`config.mk`:
```
export PLATFORM = sky130hd
export DESIGN_NAME = instr_fetcher
export DESIGN_NICKNAME = d
export VERILOG_FILES = /design/src/rtl/cpu_pkg.sv /design/src/rtl/instr_decoder.sv /design/src/rtl/instr_fetcher.sv
export SDC_FILE = /design/constraint.sdc
export NUM_CORES = 1
export LEC_CHECK = 0
export CELL_PAD_IN_SITES_DETAIL_PLACEMENT = 0
export CELL_PAD_IN_SITES_GLOBAL_PLACEMENT = 2
export CORE_ASPECT_RATIO = 1.5
export CORE_MARGIN = 1.5
export CORE_UTILIZATION = 31
export DETAILED_ROUTE_END_ITERATION = 10
export GPL_TIMING_DRIVEN = 0
export MAX_ROUTING_LAYER = met4
export PLACE_DENSITY = 0.85
export SLEW_MARGIN = 5
export SYNTH_ARGS = -nofsm -noshare
export SYNTH_HDL_FRONTEND = slang
export SYNTH_SLANG_ARGS = --single-unit
```
`constraint.sdc`:
```
create_clock -name clk -period 5.7 [get_ports clk]
set_clock_uncertainty 0.15 [all_clocks]
set_input_delay 0.57 -clock clk [delete_from_list [all_inputs] [get_ports clk]]
set_output_delay 0.57 -clock clk [all_outputs]
set_load 0.02 [all_outputs]
```
`src/rtl/cpu_pkg.sv`:
```
// Shared definitions for the instruction fetcher: opcodes, cmd_flags bit
// positions, fetch FSM state encoding and instruction length.
package cpu_pkg;

  localparam int INSTR_WORDS = 3;
  localparam int CMD_FLAGS_W = 6;

  localparam logic [7:0] OP_NOP = 8'h00;
  localparam logic [7:0] OP_MOV = 8'h01;
  localparam logic [7:0] OP_ADD = 8'h02;
  localparam logic [7:0] OP_CMP = 8'h03;
  localparam logic [7:0] OP_JMP = 8'h04;
  localparam logic [7:0] OP_JE  = 8'h05;
  localparam logic [7:0] OP_JA  = 8'h06;
  localparam logic [7:0] OP_HLT = 8'hFF;

  localparam int FLAG_MOV = 5;
  localparam int FLAG_ADD = 4;
  localparam int FLAG_CMP = 3;
  localparam int FLAG_JMP = 2;
  localparam int FLAG_JE  = 1;
  localparam int FLAG_JA  = 0;

  typedef enum logic [2:0] {
    S_IDLE,
    S_F0,
    S_F1,
    S_F2,
    S_F3,
    S_EXEC,
    S_HALT,
    S_ERROR
  } fetch_state_t;

endpackage

```
`src/rtl/instr_decoder.sv`:
```
// Combinational opcode decoder: one-hot executor command flags plus the
// opcodes the fetcher handles itself (NOP, HLT) and the illegal indication.
module instr_decoder
  import cpu_pkg::*;
(
  input  logic [7:0]             opcode,
  output logic [CMD_FLAGS_W-1:0] cmd_flags,
  output logic                   is_nop,
  output logic                   is_hlt,
  output logic                   illegal
);

  always_comb begin
    cmd_flags = '0;
    is_nop    = 1'b0;
    is_hlt    = 1'b0;
    illegal   = 1'b0;
    case (opcode)
      OP_NOP:  is_nop = 1'b1;
      OP_MOV:  cmd_flags[FLAG_MOV] = 1'b1;
      OP_ADD:  cmd_flags[FLAG_ADD] = 1'b1;
      OP_CMP:  cmd_flags[FLAG_CMP] = 1'b1;
      OP_JMP:  cmd_flags[FLAG_JMP] = 1'b1;
      OP_JE:   cmd_flags[FLAG_JE]  = 1'b1;
      OP_JA:   cmd_flags[FLAG_JA]  = 1'b1;
      OP_HLT:  is_hlt = 1'b1;
      default: illegal = 1'b1;
    endcase
  end

endmodule

```
`src/rtl/instr_fetcher.sv`:
```
// Instruction sequencer between instruction ROM and executor: fetches 3-word
// instructions, hands commands to the executor and owns PC/halt/error.
// Optional executor watchdog enabled by defining FETCH_TIMEOUT_EN.
//
// state  | meaning
// IDLE   | waiting for start
// F0     | read word0 at pc
// F1     | read word1 at pc+1, capture word0
// F2     | read word2 at pc+2, capture word1
// F3     | capture word2, decode, dispatch or retire NOP/HLT
// EXEC   | command presented to executor, waiting for ready_flag
// HALT   | HLT retired, terminal until rst
// ERROR  | illegal opcode or executor timeout, terminal until rst
module instr_fetcher
  import cpu_pkg::*;
#(
  parameter int                      address_size   = 32,
  parameter int                      word_size      = 32,
  parameter logic [address_size-1:0] START_ADDR     = '0,
  parameter int                      TIMEOUT_CYCLES = 64
) (
  input  logic                     clk,
  input  logic                     rst,
  input  logic                     start,
  output logic                     rom_rd,
  output logic [address_size-1:0]  rom_addr,
  input  logic [word_size-1:0]     rom_data,
  output logic                     exe_flag,
  output logic [CMD_FLAGS_W-1:0]   cmd_flags,
  output logic [3*word_size-1:0]   cmd_args,
  input  logic                     ready_flag,
  input  logic                     jmp_flag,
  input  logic [address_size-1:0]  new_exe_addr_offset,
  output logic [address_size-1:0]  pc,
  output logic                     halted,
  output logic                     error,
  output logic [31:0]              instr_count
);

  localparam logic [address_size-1:0] ONE  = address_size'(1);
  localparam logic [address_size-1:0] TWO  = address_size'(2);
  localparam logic [address_size-1:0] STEP = address_size'(INSTR_WORDS);

  if (TIMEOUT_CYCLES < 1) begin : g_bad_timeout
    $error("TIMEOUT_CYCLES must be at least 1");
  end

  fetch_state_t                 state_q, state_d;
  logic [address_size-1:0]      pc_q, pc_d;
  logic [word_size-1:0]         w0_q, w0_d, w1_q, w1_d;
  logic                         exe_q, exe_d;
  logic [CMD_FLAGS_W-1:0]       flags_q, flags_d;
  logic [3*word_size-1:0]       args_q, args_d;
  logic                         halted_q, halted_d;
  logic                         error_q, error_d;
  logic [31:0]                  count_q, count_d, count_inc;

  logic [CMD_FLAGS_W-1:0]       dec_flags;
  logic                         dec_nop, dec_hlt, dec_illegal;

`ifdef FETCH_TIMEOUT_EN
  localparam int WD_W = $clog2(TIMEOUT_CYCLES) + 1;
  logic [WD_W-1:0] wdog_q, wdog_d;
`endif

  instr_decoder u_dec (
    .opcode    (w0_q[7:0]),
    .cmd_flags (dec_flags),
    .is_nop    (dec_nop),
    .is_hlt    (dec_hlt),
    .illegal   (dec_illegal)
  );

  assign count_inc = (count_q == 32'hFFFF_FFFF) ? count_q : count_q + 32'd1;

  always_comb begin
    state_d  = state_q;
    pc_d     = pc_q;
    w0_d     = w0_q;
    w1_d     = w1_q;
    exe_d    = exe_q;
    flags_d  = flags_q;
    args_d   = args_q;
    halted_d = halted_q;
    error_d  = error_q;
    count_d  = count_q;
    rom_rd   = 1'b0;
    rom_addr = pc_q;
`ifdef FETCH_TIMEOUT_EN
    wdog_d   = wdog_q;
`endif
    case (state_q)
      S_IDLE: begin
        if (start) begin
          pc_d    = START_ADDR;
          state_d = S_F0;
        end
      end
      S_F0: begin
        rom_rd  = 1'b1;
        state_d = S_F1;
      end
      S_F1: begin
        rom_rd   = 1'b1;
        rom_addr = pc_q + ONE;
        w0_d     = rom_data;
        state_d  = S_F2;
      end
      S_F2: begin
        rom_rd   = 1'b1;
        rom_addr = pc_q + TWO;
        w1_d     = rom_data;
        state_d  = S_F3;
      end
      S_F3: begin
        if (dec_illegal) begin
          error_d = 1'b1;
          state_d = S_ERROR;
        end else if (dec_hlt) begin
          halted_d = 1'b1;
          count_d  = count_inc;
          state_d  = S_HALT;
        end else if (dec_nop) begin
          pc_d    = pc_q + STEP;
          count_d = count_inc;
          state_d = S_F0;
        end else begin
          exe_d   = 1'b1;
          flags_d = dec_flags;
          args_d  = {rom_data, w1_q, w0_q};
          state_d = S_EXEC;
`ifdef FETCH_TIMEOUT_EN
          wdog_d  = WD_W'(TIMEOUT_CYCLES - 1);
`endif
        end
      end
      S_EXEC: begin
        // jmp_flag and the offset only matter in the cycle ready_flag is seen
        if (ready_flag) begin
          exe_d   = 1'b0;
          flags_d = '0;
          count_d = count_inc;
          pc_d    = jmp_flag ? pc_q + new_exe_addr_offset : pc_q + STEP;
          state_d = S_F0;
        end
`ifdef FETCH_TIMEOUT_EN
        else if (wdog_q == '0) begin
          exe_d   = 1'b0;
          flags_d = '0;
          error_d = 1'b1;
          state_d = S_ERROR;
        end else begin
          wdog_d = wdog_q - 1'b1;
        end
`endif
      end
      S_HALT:  state_d = S_HALT;
      S_ERROR: state_d = S_ERROR;
      default: state_d = S_IDLE;
    endcase
  end

  always_ff @(posedge clk) begin
    if (rst) begin
      state_q  <= S_IDLE;
      pc_q     <= '0;
      w0_q     <= '0;
      w1_q     <= '0;
      exe_q    <= 1'b0;
      flags_q  <= '0;
      args_q   <= '0;
      halted_q <= 1'b0;
      error_q  <= 1'b0;
      count_q  <= '0;
    end else begin
      state_q  <= state_d;
      pc_q     <= pc_d;
      w0_q     <= w0_d;
      w1_q     <= w1_d;
      exe_q    <= exe_d;
      flags_q  <= flags_d;
      args_q   <= args_d;
      halted_q <= halted_d;
      error_q  <= error_d;
      count_q  <= count_d;
    end
  end

`ifdef FETCH_TIMEOUT_EN
  always_ff @(posedge clk) begin
    if (rst) wdog_q <= '0;
    else     wdog_q <= wdog_d;
  end
`endif

  assign pc          = pc_q;
  assign exe_flag    = exe_q;
  assign cmd_flags   = flags_q;
  assign cmd_args    = args_q;
  assign halted      = halted_q;
  assign error       = error_q;
  assign instr_count = count_q;

endmodule
```
== Word level (Yosys, flattened, before mapping) ==
Index checks and enable logic that the tools add are counted.

* Bits of input ports: 69
* Output and inout port bits: 202
* Logic and storage cells: 92
* Bits in registers: 236

* Equal/unequal tests: 22
* $add $sub $neg: 5
* Muxes and demuxes: 39
* Bitwise gates (word level): 3
* Reduce and logical (&&, ||, !) cells: 13

{| class="wikitable"
|+ Operators with widths
! cell !! number
|-
| 2-to-1 mux 32 bit || 11
|-
| case mux 32 bit (2 select lines) || 2
|-
| case mux 32 bit (3 select lines) || 1
|-
| adder 32 x 1 -> 32 bit, second input constant || 2
|-
| adder 32 x 2 -> 32 bit, second input constant || 2
|-
| adder 32 bit || 1
|-
| == test 32 bit, second input constant || 1
|-
| == test 8 x 3 -> 1 bit, second input constant || 3
|-
| 2-to-1 mux 6 bit || 4
|-
| case mux 3 bit (8 select lines) || 1
|-
| == test 8 x 2 -> 1 bit, second input constant || 2
|-
| 2-to-1 mux 3 bit || 5
|-
| 2-to-1 mux 1 bit || 13
|-
| == test 3 bit, second input constant || 4
|-
| inequality test 2 bit, second input constant || 6
|-
| case mux 6 bit (2 select lines) || 1
|-
| == test 8 x 1 -> 1 bit, second input constant || 1
|-
| == test 8 bit, second input constant || 1
|-
| zero test 8 bit || 1
|-
| AND reduction 4 bit || 2
|-
| OR reduction 8 bit || 1
|-
| == test 3 x 2 -> 1 bit, second input constant || 2
|-
| AND reduction 6 bit || 1
|-
| AND reduction 5 bit || 1
|-
| other kinds (10) || 13
|}

== Logic depth before layout (Yosys ltp) ==
Gate-level depths: netlist of the first run.

* Depth after elaboration: 6
* Depth in mapped cells: 11
* Gate-level depth less buffers: 11

== Modules after synthesis ==
From an unflattened synthesis of the first run, not the netlist that was laid out.

* Cells, all modules: 1619
* Area, all modules: 12034.0 sq um

{| class="wikitable"
|+ By module, submodules not included
! module !! instances !! cells an instance !! area an instance (sq um) !! sequential area each (sq um)
|-
| instr_fetcher || 1 || 1600 || 11911.4 || 4724.5
|-
| instr_decoder || 1 || 19 || 122.6 || 0.0
|}

== Worst setup path after synthesis of the first run ==
No wires, ideal clock.

* Path kind: reg-to-output
* Start point: register pc_q[1], in the netlist pc[1]
* End point: output rom_addr[26]
* Path slack: 2.320 ns
* Path buffers: 0
* Stages on the path, launching flop included: 11
* Required time: 4.980 ns
* Arrival time: 2.660 ns
* Cells stage by stage: dfxtp_1 ha_1 nand2b_1 a211oi_1 nand3_1 nor2_1 nand3_1 nor2_1 nand2_1 nor3_1 xor2_1

* Cells in the longest elaborated chain, start to end: 2
* Elaborated cells between the ends (all ways): 3
* Those cells by class: add/sub: 2; mux: 1

{| class="wikitable"
|+ RTL lines
! item !! line !! text
|-
| start, declared || instr_fetcher.sv:49 || <nowiki>logic [address_size-1:0] pc_q, pc_d;</nowiki>
|-
| start signal, assigned || instr_fetcher.sv:177 || <nowiki>pc_q <= pc_d;</nowiki>
|-
| adder 32 x 2 -> 32 bit or adder 32 x 1 -> 32 bit (tied branches) || instr_fetcher.sv:111, instr_fetcher.sv:105 ||
|-
| case mux 32 bit (2 select lines) (*) || instr_fetcher.sv:92 || <nowiki>case (state_q)</nowiki>
|-
| end, declared || instr_fetcher.sv:26 || <nowiki>output logic [address_size-1:0] rom_addr,</nowiki>
|}

Every way passes the cells marked *; elsewhere a longest branch is shown, timed or not.

== Final worst setup path of the first run ==
* Start point: register state_q[0]
* End point: output rom_addr[29]

* Cells in the longest elaborated chain, start to end: 2
* Elaborated cells between the ends (all ways): 3
* Those cells by class: eq/ne: 2; mux: 1

{| class="wikitable"
|+ RTL lines
! item !! line !! text
|-
| start, declared || instr_fetcher.sv:48 || <nowiki>fetch_state_t state_q, state_d;</nowiki>
|-
| start signal, assigned || instr_fetcher.sv:176 || <nowiki>state_q <= state_d;</nowiki>
|-
| == test 3 x 2 -> 1 bit || instr_fetcher.sv:92 ||
|-
| case mux 32 bit (2 select lines) (*) || instr_fetcher.sv:92 ||
|}

Marked as above.

==> impl_results.md, run 1 <==
- Status: finished, final reports clean
- Net count, final: between 1500 and 2000
- Post-DRT Antenna Nets: 0
- CP Data Required Time: between 4 and 5 ns
- Skew-Pair Late Insertion Delay: around 0.54 ns
- TritonCTS buffer count: 26
- Vias in the first global route: ~11000
- Setup Fix Bufs, Post-CTS: 0
- RSZ-0062 raised after global routing: no
- Final Hold Fails: 0
- Actual slew at the worst max-slew pin: 1.00 ns
- Area grow syn2layout: 36.3%
- Synth Flop Type: dfxtp_1
- First-pass GRT wire length: approximately 65000 um
- YS warnings: 0
- Compound-Gate Fraction of Synth Area: 0.179
- Final Util: 0.430
- Distinct cells, synth: 71
- Asr flop ratio synth: 0
- VDD IR max: about 220 uV
- Ports: approximately 270
- Synth Area in Simple Gates: 0.254
- Slew margin rel.: 0.327
- Root buf cell: clkbuf_16
- Internal Pwr Total: about 2900 uW
- Synth Area in XOR/XNOR: 0.0710
- Startpoint Class: flip-flop
- Worst Path Max Fanout: 10
- Crit end category: output port
- Pwr/cell area: between 200 and 250 mW/mm^2
- Net Sw Frac: 0.260
- Synth Area in Adders: 0.0406
- Drt first pass iters: 5
- Combinational Power Share: 0.096
- Slew Limit Fails: 0
- Synthesized instance count: between 1500 and 2000
- Layout fillers: ~3900
- Cts hold-fix bufs: 0
- CORE AREA: ~0.037 mm^2
- Sequential share of the synthesized area: 0.407
- Mux share of post-synthesis cell area: 0.00993
- Synthesized Nets: between 1500 and 2000
- Fin crit period: between 4 and 5 ns
- Pin count of the biggest net entering global routing: 15
- Initial antenna violation count: 1
- Commonest non-fill, non-tap cell in the layout: nand2_1
- Avg Synthesized Cell Area: ~7.6 um^2
- Die area: roughly 0.039 mm^2
- Sequential power share: 0.439
- Total grt overflow: 0
- Final setup viols: 0
- Max Cap Violations: 0
- Die height: 240 um
- P_sw: 1000 uW
- Hold WC Path Type: flip-flop to flip-flop
- Row cnt: 86
- Post-route setup TNS: 0 ns
- Starting Density: 0.315
- PostCTS Resize Cnt: 0
- Routed WL: between 40000 and 50000 um
- Clock sink count: ~240
- Pleak: about 0.0055 uW
- WS Path Type: flip-flop to output port
- GPL Wtd Cong: 0.858
- Per-cell routed wire length: between 15 and 20 um
- Die width: roughly 160 um
- Via density: approximately 5.0
- Residual DRC count: 0
- Netlist Area Pre-Place: between 0.01 and 0.015 mm^2
- Yosys reg bits: 236
- Largest family of logic cells by synthesized area: simple AND/OR/NAND/NOR gates
- Share of layout cells above drive strength 1: 0.0441
- Clock power share: 0.465
- Dpl hpwl: 33800 um
- Most frequent cells in the layout: nand2_1 (394), clkdlybuf4s50_1 (269), dfxtp_1 (236)
- CTS tree: yes
- Starting DRC count in detailed routing: approximately 640
- EDFF count, synth: 0
- Port Buffers: 269
- WP data arrival: 4.14 ns
- Clock transition at the registers of the reported paths: approximately 0.070 ns
- Tcrit/Tclk final: 0.852
- Fmax: slightly above 200 MHz
- Total track usage: 0.225
- Max Buffers Root-to-Sink: 3
- Total number of vias: 11600
- CTS H-tree depth: 1
[worst max-delay path, stage by stage (launching register included)]
cell and delay [ns]:
dfxtp_1 0.40, clkbuf_1 0.38, o21ai_0 0.17, nor2_1 0.18, nand3_1 0.34, nor3_1 0.44, nand2_1 0.23, o41ai_1 0.71
clkdlybuf4s50_1 0.75
[sequential cells by signal, summed over array words and instances (netlist names)]
name,cells
cmd_flags,6
pc,32
halted,1
state_q,3
w0_q,32
w1_q,32
instr_count,32
cmd_args,96
error,1
exe_flag,1
[power by group through the flow]
| stage | clock network, uW | registers (uW) | logic, uW |
|---|---|---|---|
| floorplan | 0 | 1730 | 203 |
| global placement | 0 | 1730 | 371 |
| finish | 1790 | 1690 | 371 |
| CTS | 1840 | 1690 | 374 |
| detailed placement | 0 | 1730 | 372 |
| global route | 1890 | 1700 | 406 |
[kinds of logic (layout without fill, tap and decap cells)]
group,Yosys count,in the layout
AO/OA/AOI/OAI,357,357
XOR/XNOR,94,94
adder cells (fa/ha/maj),37,37
buffers and inverters,106,423
flip-flops,236,236
multiplexers,11,11
other,0,1
AND/OR/NAND/NOR,679,679
[final timing paths]
check,slack [ns],from,end,cells after the start
worst min register to register,0.30,cmd_args[56],cmd_args[56],2
worst max register to register,1.69,pc[0],pc[30],11
worst max-delay path,0.84,state_q[0],rom_addr[29],8
worst min-delay path,0.30,cmd_args[56],cmd_args[56],2
[cell type report]
class / instances / area, um^2 / area share
Tap cell: 484 / 606 / 0.0383
Clock inverter: 18 / 191 / 0.0121
Timing Repair Buffer: 269 / 2690 / 0.170
Inverter: 9 / 33.8 / 0.00214
Antenna cell: 1 / 2.50 / 0.000158
Clock buffer: 30 / 717 / 0.0453
Buffer: 97 / 412 / 0.0260
Sequential cell: 236 / 4720 / 0.299
Multi-Input combinational cell: 1178 / 6430 / 0.407
[cells in the mapped netlist, drive strengths merged, types with 14 or more instances]
cell type  count  area [um^2]
nand4         23          144
and3          14         92.6
xor2          59          517
nor3          33          191
a21o          14          105
dfxtp        236         4720
nor2         125          469
a21oi        216         1080
nand2        394         1480
ha            36          450
clkbuf        89          354
xnor2         35          307
nand3         30          155
o21ai         56          280
[metrics by stage]
stage / instances / worst slack [ns] / instance area (um^2) / hold WS (ns) / power (uW)
CTS: 2321 / 0.782 / 15800 / 0.303 / 3910
finish: 2322 / 0.842 / 15800 / 0.301 / 3860
detailed placement: 2273 / 1.04 / 14900 / 0.294 / 2100
global route: 2322 / 0.607 / 15800 / 0.314 / 3990
floorplan: 1520 / 2.32 / 11600 / 0.282 / 1930
global placement: 2273 / 1.02 / 14900 / 0.288 / 2100
[layer usage]
layer	wire, um	GRT usage	vias to the layer above
li1	-	-	5791
met5	0	-	-
met1	16300	0.231	5428
met2	23300	0.425	304
met4	1690	0.0937	0
met3	2020	0.0335	88
No activity file was read; power rests on OpenSTA's default activity.
==> inputs of run 2 (changes only) <==
Settings changed: CAP_MARGIN set to 20.
==> run 2 against run 1 <==
Sequential share of layout area increased by 0.23 points. Worst hold slack got worse by 0.0024 ns. Utilization decreased by 0.33 points. Setup slack improved by 0.027 ns. Total power decreased by 3.9%. Combinational power about the same. Clock-buffer cell count increased by 4. Fmax increased by 0.55%. Register-to-register slack about the same. Largest power group is now sequential cells. Highest routed layer unchanged.
==> impl_results.md, run 2 (same netlist as run 1, synthesis figures left out) <==
- Status: finished, final reports clean
- First-pass GRT wire length: between 60000 and 70000 um
- Die height: between 200 and 250 um
- Clock power share: 0.443
- P_sw: approximately 940 uW
- WS Path Type: flip-flop to output port
- Max Cap Violations: 0
- Pin count of the biggest net entering global routing: 14
- Antenna cells: 0
- Startpoint Class: flip-flop
- Total track usage: 0.225
- Final setup viols: 0
- Setup Fix Bufs, Post-CTS: 0
- Most frequent cells in the layout: nand2_1 (394), clkdlybuf4s50_1 (269), dfxtp_1 (236)
- Dpl hpwl: about 34000 um
- Initial antenna violation count: 0
- CTS tree: yes
- Largest register FFs: between 90 and 100
- Reg2Reg Setup Slack: between 1.5 and 2 ns
- Cts hold-fix bufs: 0
- Per-cell routed wire length: approximately 19 um
- Drt first pass iters: 5
- HP Start: w0_q[19]
- PostCTS Resize Cnt: 0
- CP Cell Sequence: ha_1 -> nand2b_1 -> a211oi_1 -> nand3_1 -> nor2_1 -> nand3_1 -> nor2_1 -> nand2_1 -> nor3_1 -> xor2_1 -> clkdlybuf4s50_1
- Crit end category: output port
- GPL Wtd Cong: 0.858
- Die width: around 160 um
- R2R Path End: pc[30]
- Pleak: 0.00541 uW
- Row cnt: between 80 and 90
- Starting Density: 0.315
- Commonest non-fill, non-tap cell in the layout: nand2_1
- Pwr/cell area: 236 mW/mm^2
- Post-DRT Antenna Nets: 0
- Crit path buffers/inverters: 1
- TritonCTS buffer count: 25
- Area grow syn2layout: 35.3%
- FF-to-FF path depth: 11
- Via density: about 5.0
- CORE AREA: 0.0368 mm^2
- Actual slew at the worst max-slew pin: around 1 ns
- RSZ-0062 raised after global routing: no
- Ports: 271
- Vias in the first global route: ~11000
- Slowest CP cell: clkdlybuf4s50_1
- CP Data Required Time: around 5.0 ns
- Sequential power share: 0.457
- Hold WC Path Type: flip-flop to flip-flop
- Total grt overflow: 0
- Area of the multi-input gates: 0.00643 mm^2
- Layout fillers: 3838
- Skew-Pair Late Insertion Delay: approximately 0.53 ns
- Slew Limit Fails: 0
- Hold path endpoint: cmd_args[19]
- CTS H-tree depth: 1
- Hold slack final: ~0.3 ns
- Clock sink count: roughly 240
- Net Sw Frac: 0.254
- Fmax: ~210 MHz
- Share of layout cells above drive strength 1: 0.0360
- Final Hold Fails: 0
- Worst Path Max Fanout: 8
- Starting DRC count in detailed routing: between 500 and 600
- Reg area: ~0.0047 mm^2
- Fin crit period: around 4.8 ns
- Routed WL: 43100 um
- Reg-to-reg critical path startpoint: pc[0]
- WHS Path Cells: 2
- Die area: approximately 0.039 mm^2
- Slew margin rel.: 0.346
- Combinational Power Share: 0.100
- WP data arrival: between 4 and 5 ns
- Residual DRC count: 0
- Internal Pwr Total: around 2800 uW
- Max Buffers Root-to-Sink: 3
- VDD IR max: about 190 uV
- Crit path largest cell delay: 0.62 ns
- Tcrit/Tclk final: 0.848
- Total number of vias: 11500
- Clock transition at the registers of the reported paths: about 0.06 ns
- Root buf cell: clkbuf_16
- Crit-path leading delay family: simple AND/OR/NAND/NOR gates
- Post-route setup TNS: 0 ns
- Port Buffers: about 270
- Net count, final: 1923
==> run 2: final cells by class <==
class | instances | share of cell area
Buffer | 97 | 0.0262
Clock buffer | 34 | 0.0427
Clock inverter | 7 | 0.00742
Inverter | 9 | 0.00215
Multi-Input combinational cell | 1178 | 0.410
Sequential cell | 236 | 0.301
Tap cell | 484 | 0.0386
Timing Repair Buffer | 270 | 0.172
==> run 2: power groups by stage <==
stage	sequential [uW]	combinational, uW	clock [uW]
after global routing	1700	405	1740
after global placement	1730	371	0
after floorplan	1730	203	0
after CTS	1690	373	1680
after detailed placement	1730	371	0
final	1690	370	1640
==> run 2: per-stage QoR <==
step	std cells	power [uW]	instance area [um^2]	utilization	setup slack [ns]
detailed placement	2274	2100	14900	0.405	1.04
global placement	2273	2100	14900	0.405	1.02
finish	2315	3700	15700	0.426	0.869
global route	2315	3840	15700	0.426	0.585
CTS	2315	3750	15700	0.426	0.801
floorplan	1520	1930	11600	-	2.32
==> run 2: worst max path at each step <==
stage,start,endpoint,slack [ns],cells after the start
after floorplan,pc[1],rom_addr[26],2.32,10
after global placement,new_exe_addr_offset[0],pc[30],1.02,12
after detailed placement,new_exe_addr_offset[0],pc[30],1.04,12
after CTS,pc[1],rom_addr[26],0.80,11
after global routing,pc[1],rom_addr[28],0.58,11
final,pc[1],rom_addr[26],0.87,11
==> run 2: worst min-delay path: stages (launching register included) <==
cell and delay (ns):
dfxtp_1 0.31, nand2_1 0.05, a21oi_1 0.05
==> run 2: per-layer routing <==
metal	GRT usage	share of wire	vias up
met5	-	0	-
met4	0.0701	0.028	0
met3	0.0328	0.048	65
met2	0.435	0.55	307
met1	0.231	0.38	5368
li1	-	-	5794
==> inputs of run 3 (changes only) <==
Settings changed: CORE_UTILIZATION 31 to 26, PLACE_DENSITY 0.85 to 0.76.
Clock period 5.7 ns to 4.2 ns, I/O delays scaled along.
==> run 3 against run 2 <==
Sequential power grew 36%. Sequential share of layout area is 0.42 points lower. Sequential cell count did not move. Setup slack got worse by 0.69 ns. First-iteration DRC count is 15% lower. Via count is 0.24% higher. Largest cell class unchanged. Combinational power up 37%. Clock-buffer cell count is 2 higher. Cell area rose by 1.5%. Non-clock buffer count down 1. Clock power grew 43%. Critical path type unchanged. Cell count is 4.1% higher. Highest routed layer unchanged.
==> impl_results.md, run 3 (same netlist as run 1, synthesis figures left out) <==
- Actual slew at the worst max-slew pin: roughly 0.95 ns
- Die width: 175 um
- Drt first pass iters: 4
- Clock transition at the registers of the reported paths: 0.07 ns
- Starting DRC count in detailed routing: 507
- Total track usage: 0.202
- Crit path buffers/inverters: 2
- Max Buffers Root-to-Sink: 3
- GPL Wtd Cong: approximately 0.86
- R2R Path End: pc[30]
- Worst Path Max Fanout: 10
- Starting Density: 0.264
- Slowest CP cell: clkdlybuf4s50_1
- TritonCTS buffer count: 25
- Ports: roughly 270
- Final setup viols: 0
- Crit path launch: state_q[0]
- Largest register FFs: 96
- WS Path Type: flip-flop to output port
- Crit end category: output port
- Crit-path leading delay family: buffers and inverters
- Crit path largest cell delay: about 0.71 ns
- Commonest non-fill, non-tap cell in the layout: nand2_1
- WP data arrival: around 3.5 ns
- Cts hold-fix bufs: 0
- Dpl hpwl: approximately 36000 um
- Clock sink count: between 200 and 250
- Startpoint Class: flip-flop
- CTS H-tree depth: 1
- Tcrit/Tclk final: 0.958
- Initial antenna violation count: 1
- Reg2Reg Setup Slack: about 0.2 ns
- Hold WC Path Type: flip-flop to flip-flop
- Total grt overflow: 0
- FF-to-FF path depth: 11
- Pleak: 0.00549 uW
- Root buf cell: clkbuf_16
- Pwr/cell area: between 300 and 400 mW/mm^2
- Skew-Pair Late Insertion Delay: 0.54 ns
- Die area: ~0.046 mm^2
- Area grow syn2layout: 37.3%
- CP endpoint: rom_addr[29]
- RSZ-0062 raised after global routing: no
- CP Cell Sequence: clkbuf_2 -> o21ai_0 -> nor2_1 -> nand3_2 -> nor3_2 -> nand2_1 -> o41ai_2 -> clkdlybuf4s50_1
- Pin count of the biggest net entering global routing: 14
- Slew Limit Fails: 0
- Post-DRT Antenna Nets: 0
- Residual DRC count: 0
- Routed WL: ~46000 um
- Max Cap Violations: 0
- VDD IR max: about 280 uV
- Final Util: 0.362
- CTS tree: yes
- Post-route setup TNS: 0 ns
- Final Hold Fails: 0
- Share of layout cells above drive strength 1: 0.0469
- Port Buffers: roughly 270
- Status: finished, final reports clean
- CORE AREA: ~0.044 mm^2
- Row cnt: 94
- Fmax: between 200 and 250 MHz
- Die height: roughly 260 um
- Via density: about 4.8
- Fin crit period: 4.02 ns
- CP Data Required Time: about 3.6 ns
- Crit path depth: 8
- Post-placement cell area: about 0.015 mm^2
- Most frequent cells in the layout: nand2_1 (393), clkdlybuf4s50_1 (266), dfxtp_1 (234)
- Per-cell routed wire length: ~19 um
- Slew margin rel.: 0.367
- Reg-to-reg critical path startpoint: pc[0]
- Vias in the first global route: approximately 12000
- First-pass GRT wire length: 68700 um
- Net count, final: about 1900
- Total number of vias: 11600
- Final Instance Area: 0.0159 mm^2
run 3: cell type report:
cell class | count | area (um^2)
buffer | 95 | 405
fill | 4765 | 28100
antenna | 1 | 2.50
tap | 576 | 721
multi-input combinational | 1178 | 6480
clock inverter | 9 | 125
inverter | 9 | 33.8
sequential | 236 | 4730
clock buffer | 36 | 717
timing repair buffer | 271 | 2700
run 3: worst min-delay path by stage:
| stage | from | end | slack (ns) | depth (start not counted) |
|---|---|---|---|---|
| after detailed placement | cmd_args[3] | cmd_args[3] | 0.30 | 1 |
| final | w0_q[28] | cmd_args[28] | 0.30 | 2 |
| after global routing | w0_q[31] | cmd_args[31] | 0.31 | 2 |
| after floorplan | w0_q[10] | cmd_args[10] | 0.28 | 2 |
| after global placement | w0_q[20] | cmd_args[20] | 0.29 | 2 |
| after CTS | w0_q[28] | cmd_args[28] | 0.30 | 2 |
run 3: repair_timing:
action | in CTS | in global routing
endpoints found under the setup margin | 13 | 3
gates resized for setup | 16 | 2
buffers inserted | 1 | 0
pin swaps | 1 | 0
run 3: worst reg2reg max path: stages, from the launching register on:
cell and delay, ns:
dfxtp_1 0.37, ha_1 0.27, fa_1 0.42, a21o_1 0.21, nand4_1 0.11, a21boi_0 0.27
a211oi_1 0.69, o31ai_1 0.25, o41a_1 0.44, a311oi_1 0.38, xor2_1 0.22, o22ai_1 0.09
run 3: stage by stage:
step	power (uW)	std cells	hold slack, ns	setup WS (ns)
after floorplan	2620	1520	0.282	0.970
after global placement	2860	2365	0.287	-0.378
after detailed placement	2860	2366	0.295	-0.348
after CTS	5230	2410	0.302	0.0403
after global routing	5360	2411	0.313	0.0413
final	5150	2411	0.299	0.178
run 3: power by group:
group          total (uW)  leakage (uW)  switching, uW  internal (uW)
clock network        2340      0.000409            975           1370
logic                 507       0.00318            325            182
registers            2300       0.00190           24.7           2270
total                5150       0.00549           1330           3820
run 3: metal layers:
metal | GRT usage | routed length [um] | vias up
met5 | - | 0 | -
met1 | 0.204 | 17300 | 5435
met4 | 0.0824 | 1730 | 0
met2 | 0.380 | 24600 | 277
met3 | 0.0350 | 2320 | 73
li1 | - | - | 5777
